==> config.mk <==
export PLATFORM = sky130hd
export DESIGN_NAME = tower_placer_control
export DESIGN_NICKNAME = d
export VERILOG_FILES = /design/src/rtl/tower_placer_control.sv
export SDC_FILE = /design/constraint.sdc
export NUM_CORES = 1
export LEC_CHECK = 0
export CORE_MARGIN = 2
export CORE_UTILIZATION = 37
export CTS_CLUSTER_DIAMETER = 50
export DETAILED_ROUTE_END_ITERATION = 8
export MAX_ROUTING_LAYER = met4
export PLACE_DENSITY = 0.67
export SLEW_MARGIN = 20
export SYNTH_ARGS = -nofsm -noshare
export SYNTH_HDL_FRONTEND = slang
export SYNTH_SLANG_ARGS = --single-unit
==> constraint.sdc <==
create_clock -name clk -period 2.7 [get_ports clk]
set_clock_uncertainty 0.05 [all_clocks]
set_input_delay 0.27 -clock clk [delete_from_list [all_inputs] [get_ports clk]]
set_output_delay 0.27 -clock clk [all_outputs]
set_load 0.02 [all_outputs]
==> src/rtl/tower_placer_control.sv <==
// Tower-placer controller: sequences cursor erase/move/redraw and tower placement on the grid.
// Optional build macro PLACE_LOCK_EN adds a per-cell occupancy map that rejects placing on an occupied cell.
module tower_placer_control #(
  parameter int GRID_COLS  = 8,
  parameter int GRID_ROWS  = 6,
  parameter int DONE_GUARD = 2
) (
  input  logic       clk,
  input  logic       resetn,
  input  logic       key_right,
  input  logic       key_down,
  input  logic       key_place,
  input  logic       valid,
  input  logic       square_done,
  input  logic       erase_square_done,
  input  logic       tower_done,
  output logic       top_left,
  output logic       draw_square,
  output logic       move_right,
  output logic       move_down,
  output logic       move_right_wait,
  output logic       move_down_wait,
  output logic       draw_tower,
  output logic       erase_square_right,
  output logic       erase_square_down,
  output logic       erase_square_tower,
  output logic       busy,
  output logic [2:0] cell_x,
  output logic [2:0] cell_y,
  output logic [5:0] towers_placed
);

  localparam int         NCELLS    = GRID_COLS * GRID_ROWS;
  localparam logic [2:0] X_MAX     = 3'(GRID_COLS - 1);
  localparam logic [2:0] Y_MAX     = 3'(GRID_ROWS - 1);
  localparam logic [5:0] TOWER_MAX = 6'(NCELLS);
  localparam logic [1:0] GUARD_MIN = 2'(DONE_GUARD);

  localparam int SB_TL  = 0;
  localparam int SB_DS  = 1;
  localparam int SB_MR  = 2;
  localparam int SB_MD  = 3;
  localparam int SB_MRW = 4;
  localparam int SB_MDW = 5;
  localparam int SB_DT  = 6;
  localparam int SB_ER  = 7;
  localparam int SB_ED  = 8;
  localparam int SB_ET  = 9;

  typedef enum logic [3:0] {
    S_INIT,
    S_DRAW_SQ,
    S_IDLE,
    S_ERASE_R,
    S_MOVE_R,
    S_MOVE_R_W,
    S_ERASE_D,
    S_MOVE_D,
    S_MOVE_D_W,
    S_ERASE_T,
    S_DRAW_TW
  } state_t;

  state_t      state_q, state_d;
  logic [1:0]  guard_q, guard_d;
  logic [2:0]  keys_q, keys_d;
  logic [2:0]  cell_x_q, cell_x_d;
  logic [2:0]  cell_y_q, cell_y_d;
  logic [5:0]  towers_q, towers_d;
  logic [9:0]  strobe_q, strobe_d;
  logic        busy_q, busy_d;

  logic        rise_right, rise_down, rise_place;
  logic        guard_ok;
  logic        place_blocked;

  // keys_q holds last cycle's levels as {right, down, place}
  assign rise_right = key_right & ~keys_q[2];
  assign rise_down  = key_down  & ~keys_q[1];
  assign rise_place = key_place & ~keys_q[0];
  assign guard_ok   = (guard_q >= GUARD_MIN);

`ifdef PLACE_LOCK_EN
  localparam int IDXW = $clog2(NCELLS);
  logic [NCELLS-1:0] occ_q, occ_d;
  logic [IDXW-1:0]   cell_idx;

  assign cell_idx      = IDXW'(cell_y_q) * IDXW'(GRID_COLS) + IDXW'(cell_x_q);
  assign place_blocked = occ_q[cell_idx];
`else
  assign place_blocked = 1'b0;
`endif

  always_comb begin
    state_d  = state_q;
    cell_x_d = cell_x_q;
    cell_y_d = cell_y_q;
    towers_d = towers_q;
    keys_d   = {key_right, key_down, key_place};
`ifdef PLACE_LOCK_EN
    occ_d    = occ_q;
`endif

    case (state_q)
      // Stay one extra cycle so the registered top_left strobe is actually seen.
      S_INIT:     if (strobe_q[SB_TL]) state_d = S_DRAW_SQ;
      S_DRAW_SQ:  if (guard_ok && square_done) state_d = S_IDLE;
      S_IDLE: begin
        if (rise_place) begin
          if (!place_blocked) state_d = S_ERASE_T;
        end else if (rise_right) begin
          state_d = S_ERASE_R;
        end else if (rise_down) begin
          state_d = S_ERASE_D;
        end
      end
      S_ERASE_R:  if (guard_ok && erase_square_done) state_d = S_MOVE_R;
      S_MOVE_R: begin
        if (valid) begin
          state_d  = S_MOVE_R_W;
          cell_x_d = (cell_x_q == X_MAX) ? 3'd0 : cell_x_q + 3'd1;
        end
      end
      S_MOVE_R_W: state_d = S_DRAW_SQ;
      S_ERASE_D:  if (guard_ok && erase_square_done) state_d = S_MOVE_D;
      S_MOVE_D: begin
        if (valid) begin
          state_d  = S_MOVE_D_W;
          cell_y_d = (cell_y_q == Y_MAX) ? 3'd0 : cell_y_q + 3'd1;
        end
      end
      S_MOVE_D_W: state_d = S_DRAW_SQ;
      S_ERASE_T:  if (guard_ok && erase_square_done) state_d = S_DRAW_TW;
      S_DRAW_TW: begin
        if (guard_ok && tower_done) begin
          state_d = S_DRAW_SQ;
          if (towers_q != TOWER_MAX) towers_d = towers_q + 6'd1;
`ifdef PLACE_LOCK_EN
          occ_d[cell_idx] = 1'b1;
`endif
        end
      end
      default:    state_d = S_INIT;
    endcase

    // Done flags are sticky from the previous operation, so each state ignores them briefly.
    if (state_d != state_q)   guard_d = 2'd0;
    else if (guard_q == 2'd3) guard_d = guard_q;
    else                      guard_d = guard_q + 2'd1;

    strobe_d = '0;
    case (state_d)
      S_INIT:     strobe_d[SB_TL]  = 1'b1;
      S_DRAW_SQ:  strobe_d[SB_DS]  = 1'b1;
      S_ERASE_R:  strobe_d[SB_ER]  = 1'b1;
      S_MOVE_R:   strobe_d[SB_MR]  = 1'b1;
      S_MOVE_R_W: strobe_d[SB_MRW] = 1'b1;
      S_ERASE_D:  strobe_d[SB_ED]  = 1'b1;
      S_MOVE_D:   strobe_d[SB_MD]  = 1'b1;
      S_MOVE_D_W: strobe_d[SB_MDW] = 1'b1;
      S_ERASE_T:  strobe_d[SB_ET]  = 1'b1;
      S_DRAW_TW:  strobe_d[SB_DT]  = 1'b1;
      default:    strobe_d = '0;
    endcase
    busy_d = (state_d != S_IDLE);
  end

  always_ff @(posedge clk or negedge resetn) begin
    if (!resetn) begin
      state_q  <= S_INIT;
      guard_q  <= 2'd0;
      keys_q   <= 3'd0;
      cell_x_q <= 3'd0;
      cell_y_q <= 3'd0;
      towers_q <= 6'd0;
      strobe_q <= '0;
      busy_q   <= 1'b0;
    end else begin
      state_q  <= state_d;
      guard_q  <= guard_d;
      keys_q   <= keys_d;
      cell_x_q <= cell_x_d;
      cell_y_q <= cell_y_d;
      towers_q <= towers_d;
      strobe_q <= strobe_d;
      busy_q   <= busy_d;
    end
  end

`ifdef PLACE_LOCK_EN
  always_ff @(posedge clk or negedge resetn) begin
    if (!resetn) occ_q <= '0;
    else         occ_q <= occ_d;
  end
`endif

  assign top_left           = strobe_q[SB_TL];
  assign draw_square        = strobe_q[SB_DS];
  assign move_right         = strobe_q[SB_MR];
  assign move_down          = strobe_q[SB_MD];
  assign move_right_wait    = strobe_q[SB_MRW];
  assign move_down_wait     = strobe_q[SB_MDW];
  assign draw_tower         = strobe_q[SB_DT];
  assign erase_square_right = strobe_q[SB_ER];
  assign erase_square_down  = strobe_q[SB_ED];
  assign erase_square_tower = strobe_q[SB_ET];
  assign busy               = busy_q;
  assign cell_x             = cell_x_q;
  assign cell_y             = cell_y_q;
  assign towers_placed      = towers_q;

endmodule

==> results of run 1 <==
[layout make-up]
cell class	instances	area, µm²
clock buffer	5	68.8
clock inverter	3	42.5
fill	391	2230
inverter	7	26.3
multi-input combinational	112	821
sequential	32	801
tap	52	65.1
timing repair buffer	33	325
[power by group through the flow]
| stage | Clock, W | Sequential [W] | Combinational (W) |
|---|---|---|---|
| floorplan | 0 | 0.000779 | 0.000710 |
| global placement | 0 | 0.000788 | 0.000968 |
| detailed placement | 0 | 0.000796 | 0.000998 |
| CTS | 0.000466 | 0.000789 | 0.00100 |
| global route | 0.000490 | 0.000816 | 0.00110 |
| finish | 0.000454 | 0.000791 | 0.000988 |
[sequential cells by signal, indices dropped and copies added, names as in the netlist]
signal and cells:
guard_q 2, state_q 4, towers_placed 6, cell_y 3, keys_q 3, busy 1
cell_x 3, strobe_q 10
[per-stage QoR]
step / std cells / utilization (%) / area, µm² / setup slack [ns]
3_3_place_gp: 236 / 46.5 / 2040 / 0.508
2_1_floorplan: 157 / - / 1680 / 0.715
4_1_cts: 244 / 49.0 / 2150 / 0.414
3_5_place_dp: 236 / 46.5 / 2040 / 0.419
6_report: 244 / 49.0 / 2150 / 0.422
5_1_grt: 244 / 49.0 / 2150 / 0.177
[kinds of logic (layout without fill, tap and decap cells)]
group,count (synthesis),after routing,share of synthesized area (%)
fa+ha+maj,6,6,4.46
mux,3,3,2.01
simple gates,65,65,24.3
xor+xnor,7,7,3.64
flops,32,32,47.5
buf+inv,13,48,3.72
compound gates,31,31,14.3
[layer usage]
layer  vias up  track usage (%)
li1        630                -
met1       642             19.9
met2        34             25.9
met3         5             4.92
met4         0             4.82
met5         -                -
[cell usage in the layout (no fill, tap or decap), types with 2 or more instances in the layout]
cell and instances:
buf_4 2, o211ai_1 2, nor3_1 7, o22ai_1 3, dfrtp_1 32, nand4_1 4
nor4_4 2, nand3b_1 2, nand2_1 7, a2bb2oi_1 2, nor2b_1 5, xnor2_1 5
o21ai_0 5, nor3b_1 2, xor2_1 2, clkbuf_8 5, nand2b_1 8, inv_1 7
o21bai_1 2, mux2_2 3, clkdlybuf4s50_1 31, a21oi_1 5, a21boi_0 2, nor2_1 10
ha_1 6, and3_1 4, nand3_1 5
[critical path, stage by stage (launching register included)]
cell and delay [ns]:
dfrtp_1 0.46, ha_1 0.28, o21ai_1 0.38, nor3_2 0.15, a311o_1 0.33, nor4_4 0.33, and3_1 0.23
[how the worst max path moves through the flow]
stage,start,endpoint,cells after the start
2_1_floorplan,guard_q[1],strobe_q[0],6
3_3_place_gp,guard_q[1],strobe_q[8],6
5_1_grt,guard_q[1],busy,6
4_1_cts,guard_q[1],strobe_q[8],6
6_report,guard_q[1],strobe_q[8],6
3_5_place_dp,guard_q[1],busy,6
==> run summary, run 1 <==
Clock Path Buffers: 2
Peak Freq: 0.439 GHz
Max layer used: met4
Critical Path AT: 2.45 ns
Synth area leaders: dfrtp_1 (48%), ha_1 (4.5%), nand2b_1 (3.0%)
Syn Inst Count: 157
Cell Pwr Density: 1040 nW/µm²
Root buffer selected by CTS: clkbuf_8
Starting density of the core: 38.4%
Met2 wire length: 1.73 mm
Outcome: complete, no violations
I/O Buffers: 31
Detailed Route Iter0 Violations: 33
HPWL after detailed placement: 2.66 mm
Layout cells sized above 1: 13.0%
Post-cts sizing count: 0
Skew-Pair Late Insertion Delay: 0.29 ns
Max H-tree Level: 2
Count leader, synth: dfrtp_1
Critical Path Source Type: flop
Final hold violation count: 0
CTS tree: built
Final Wtd Congestion: 0.848
R2R depth: 6
Row count: 24
Worst-path clk slew: 0.07 ns
Hold Crit Class: input port to async pin
Yosys reg bits: 32
Routed wl met3: 212 µm
Ports: 32
Synth area leader: dfrtp_1
Core area: 4380 µm²
DRT Pass-1 Iters: 4
Total grt overflow: 0
Ys flop type: dfrtp_1
Count of cell types in the netlist: 47
Met1 Wirelength: 1.55 mm
MaxCap Viol Count: 0
Vias/cell: 5.37
Number of synthesized flops with an enable pin: 0
Comb power frac: 44.2%
Sw power: 0.000899 W
Critical path peak fanout: 9
Area Overhead vs Synth: 27.6%
Chip width: 71.5 µm
CTS Hold Buffers Added: 0
Synth cell count leaders: dfrtp_1 (32), nor2_1 (10), nand2b_1 (8)
Die Y: 71.5 µm
Reg2reg start: guard_q[1]
Total power: 0.00223 W
Mean Syn Cell Area: 10.7 µm²
Worst slew pin tran: 0.662 ns
Crit Path Category: flop to flop
Initial antenna violation count: 0
Post-Syn Nets: 172
RSZ-0062 raised after global routing: no
Required time worst endpoint: 2.88 ns
DRC errors left: 0
# clock sinks: 32
Clock Power Share: 20.3%
Vias in the first global route: 1,326
Share of the synthesized area in the top cell type: 47.5%
Die area: 5110 µm²
Hold_ws: 0.324 ns
Pint: 0.00133 W
Peak supply drop: 486 µV
Vias: 1,311
R2R Setup Slk: 0.42 ns
Minimum clock period after layout: 2.28 ns
First-pass GRT wire length: 6.36 mm
Endpoints failing setup: 0
Post-CTS setup buffers: 0
Largest net degree at the start of global routing: 33
Max-slew headroom: 55.9%
GRT Total Usage: 16.2%
Total wire length: 3.54 mm
CP endpoint kind: flop
Sw Share: 40.3%
Synthesis Warnings: 0
Fin crit share: 84.4%
Reg power frac: 35.4%
Setup_tns: 0 ns
Post-synthesis sequential area ratio: 47.5%
FFs w/ async S/R, synth: 100%
Terminus of the critical flop-to-flop path: strobe_q[8]
TritonCTS Buffers: 5
Syn Std Cell Area: 1680 µm²
WL/cell: 14.5 µm
Post-DRT Antenna Nets: 0
Antenna Cells: 0
Leakage: 0.928 nW
Nets@finish: 206
Slew Viols, Final: 0
(Power assumes the default switching activity.)
==> run 2, diff against run 1 <==
Settings changed: PLACE_DENSITY 0.67 to 0.69.
Clock period 2.7 ns to 1.86 ns, I/O delays scaled along.
==> run summary, run 2 (synthesized netlist as in run 1, its figures left out) <==
CTS tree: built (unchanged)
MaxCap Viol Count: 0 (unchanged)
Fin crit share: 100% (was 84.4%)
Final core occ: 56.3% (was 49.0%)
Hold Crit Class: input port to async pin (unchanged)
Peak supply drop: 831 µV (was 486 µV)
Max reg flops: 10 (unchanged)
I/O Buffers: 31 (unchanged)
Final WS setup: -0.00485 ns (was 0.422 ns)
Detailed Route Iter0 Violations: 57 (was 33)
Endpoints failing setup: 3 (was 0)
Critical Path AT: 2.04 ns (was 2.45 ns)
Final hold violation count: 0 (unchanged)
Slowest-stage cell, CP: dfrtp_1 (unchanged)
Core area: 4380 µm² (unchanged)
# clock sinks: 32 (unchanged)
Required time worst endpoint: 2.04 ns (was 2.88 ns)
CP endpoint kind: flop (unchanged)
Biggest register: strobe_q (unchanged)
Global-route met3 utilization: 4.64% (was 4.92%)
Peak Freq: 0.536 GHz (was 0.439 GHz)
Outcome: finished, violations left (was complete, no violations)
Critical path peak fanout: 5 (was 9)
Inst Count DP: 261 (was 236)
Ports: 32 (unchanged)
Crit path max-delay family: compound AO/OA/AOI/OAI gates (unchanged)
Dpl ws: -0.202 ns (was 0.419 ns)
CP Buf/Inv Count: 2 (was 0)
GRT Total Usage: 15.9% (was 16.2%)
Vias in the first global route: 1,337 (was 1,326)
Crit Path Category: flop to flop (unchanged)
Crit path largest cell delay: 0.38 ns (was 0.46 ns)
Busiest grt layer: met2 (unchanged)
Total wire length: 3.75 mm (was 3.54 mm)
Row count: 24 (unchanged)
Minimum clock period after layout: 1.86 ns (was 2.28 ns)
DRC errors left: 0 (unchanged)
Worst-path clk slew: 0.07 ns (about the same)
HPWL after detailed placement: 2.59 mm (was 2.66 mm)
Skew-Pair Late Insertion Delay: 0.29 ns (about the same)
Leakage: 1.09 nW (was 0.928 nW)
Die Y: 71.5 µm (unchanged)
Met2 Resource Use GR: 24.1% (was 25.9%)
Initial antenna violation count: 0 (unchanged)
RSZ-0062 raised after global routing: yes (was no)
DRT Pass-1 Iters: 4 (unchanged)
Final Wtd Congestion: 0.859 (was 0.848)
Largest net degree at the start of global routing: 33 (unchanged)
Root buffer selected by CTS: clkbuf_8 (unchanged)
Max H-tree Level: 2 (unchanged)
Vias: 1,398 (was 1,311)
Worst slew pin tran: 0.399 ns (was 0.662 ns)
Post-Layout Cell Count: 272 (was 244)
CP Cell Sequence: inv_2, ha_4, o21ai_4, nor3_4, a311o_1, nor4_4, buf_4, and3_1 (was ha_1, o21ai_1, nor3_2, a311o_1, nor4_4, and3_1)
Slew Viols, Final: 0 (unchanged)
Die area: 5110 µm² (unchanged)
Starting density of the core: 38.4% (unchanged)
Antenna Cells: 0 (unchanged)
Nets@finish: 234 (was 206)
Critical Path Source Type: flop (unchanged)
WL/cell: 13.8 µm (was 14.5 µm)
Chip width: 71.5 µm (unchanged)
Cell Pwr Density: 1560 nW/µm² (was 1040 nW/µm²)
Post-DRT Antenna Nets: 0 (unchanged)
Met1 Resource Use GR: 20.5% (was 19.9%)
Failing checks: negative setup slack
Layout cells sized above 1: 31.4% (was 13.0%)
Total grt overflow: 0 (unchanged)
Max-slew headroom: 73.4% (was 55.9%)
Clock Path Buffers: 2 (unchanged)
TritonCTS Buffers: 5 (unchanged)
Vias/cell: 5.14 (was 5.37)
Most frequent cells in the layout: dfrtp_1 (31), clkdlybuf4s50_1 (31), buf_4 (27), nor2_1 (10) (was dfrtp_1 (32), clkdlybuf4s50_1 (31), nor2_1 (10), nand2b_1 (8))
Total power: 0.00385 W (was 0.00223 W)
Area Overhead vs Synth: 46.6% (was 27.6%)
First-pass GRT wire length: 6.19 mm (was 6.36 mm)
-- run 2: cell types whose count changed in the layout (fill, tap and decap cells not counted), sizes merged --
cell	previous run	this run
inv	7	8
buf	2	30
clkinv	1	0
-- run 2: report_power, final --
| part | total [W] | internal [W] | switching [W] |
|---|---|---|---|
| registers | 0.000988 | 0.000870 | 0.000119 |
| clock network | 0.000682 | 0.000403 | 0.000279 |
| logic | 0.00218 | 0.00104 | 0.00114 |
| total | 0.00385 | 0.00231 | 0.00154 |
-- run 2: per-layer routing --
layer | vias to the layer above | routed length [µm]
met4 | 0 | 44
met5 | - | 0
li1 | 687 | -
met2 | 28 | 1810
met1 | 677 | 1740
met3 | 6 | 153
-- run 2: worst reg2reg max path, delay by kind of cell (launching register included) --
family	cells	cell delay [ns]
DFF	1	0.38
buffers and inverters	2	0.24
AOI/OAI and AO/OA	2	0.55
adders and majority gates	1	0.18
and+or+nand+nor	3	0.41
-- run 2: cell type report --
class / count / area [µm²]
Tap cell: 52 / 65.1
Inverter: 7 / 26.3
Multi-Input combinational cell: 112 / 920
Clock inverter: 3 / 46.3
Fill cell: 396 / 1920
Timing Repair Buffer: 61 / 541
Clock buffer: 5 / 68.8
Sequential cell: 32 / 802
-- run 2: repair_timing --
item                                    CTS  global route
resized for setup                         8            11
pin swaps                                 8             6
endpoints found under the setup margin    8            12
buffers inserted                          0             2
hold buffers                              0             0
gates cloned                              1             0
-- run 2: worst paths after layout --
kind | startpoint | to | slack, ns | cells after the start
setup / recovery | guard_q[0] | strobe_q[2] | -0.005 | 8
hold reg to reg | towers_placed[4] | towers_placed[4] | 0.46 | 1
max in group asynchronous | resetn | guard_q[1] | 1.21 | 2
min in group clk | key_right | keys_q[2] | 0.30 | 1
hold / removal | resetn | cell_y[1] | 0.24 | 2
setup reg to reg | guard_q[0] | strobe_q[2] | -0.005 | 8
-- run 2: per-stage QoR --
step	cell area [µm²]	setup TNS (ns)	hold WS [ns]
2_1_floorplan	1720	-0.110	-0.160
3_3_place_gp	2260	-1.10	0.441
3_5_place_dp	2260	-1.62	0.463
4_1_cts	2410	-0.00944	0.249
5_1_grt	2470	-0.356	0.305
6_report	2470	-0.00971	0.236
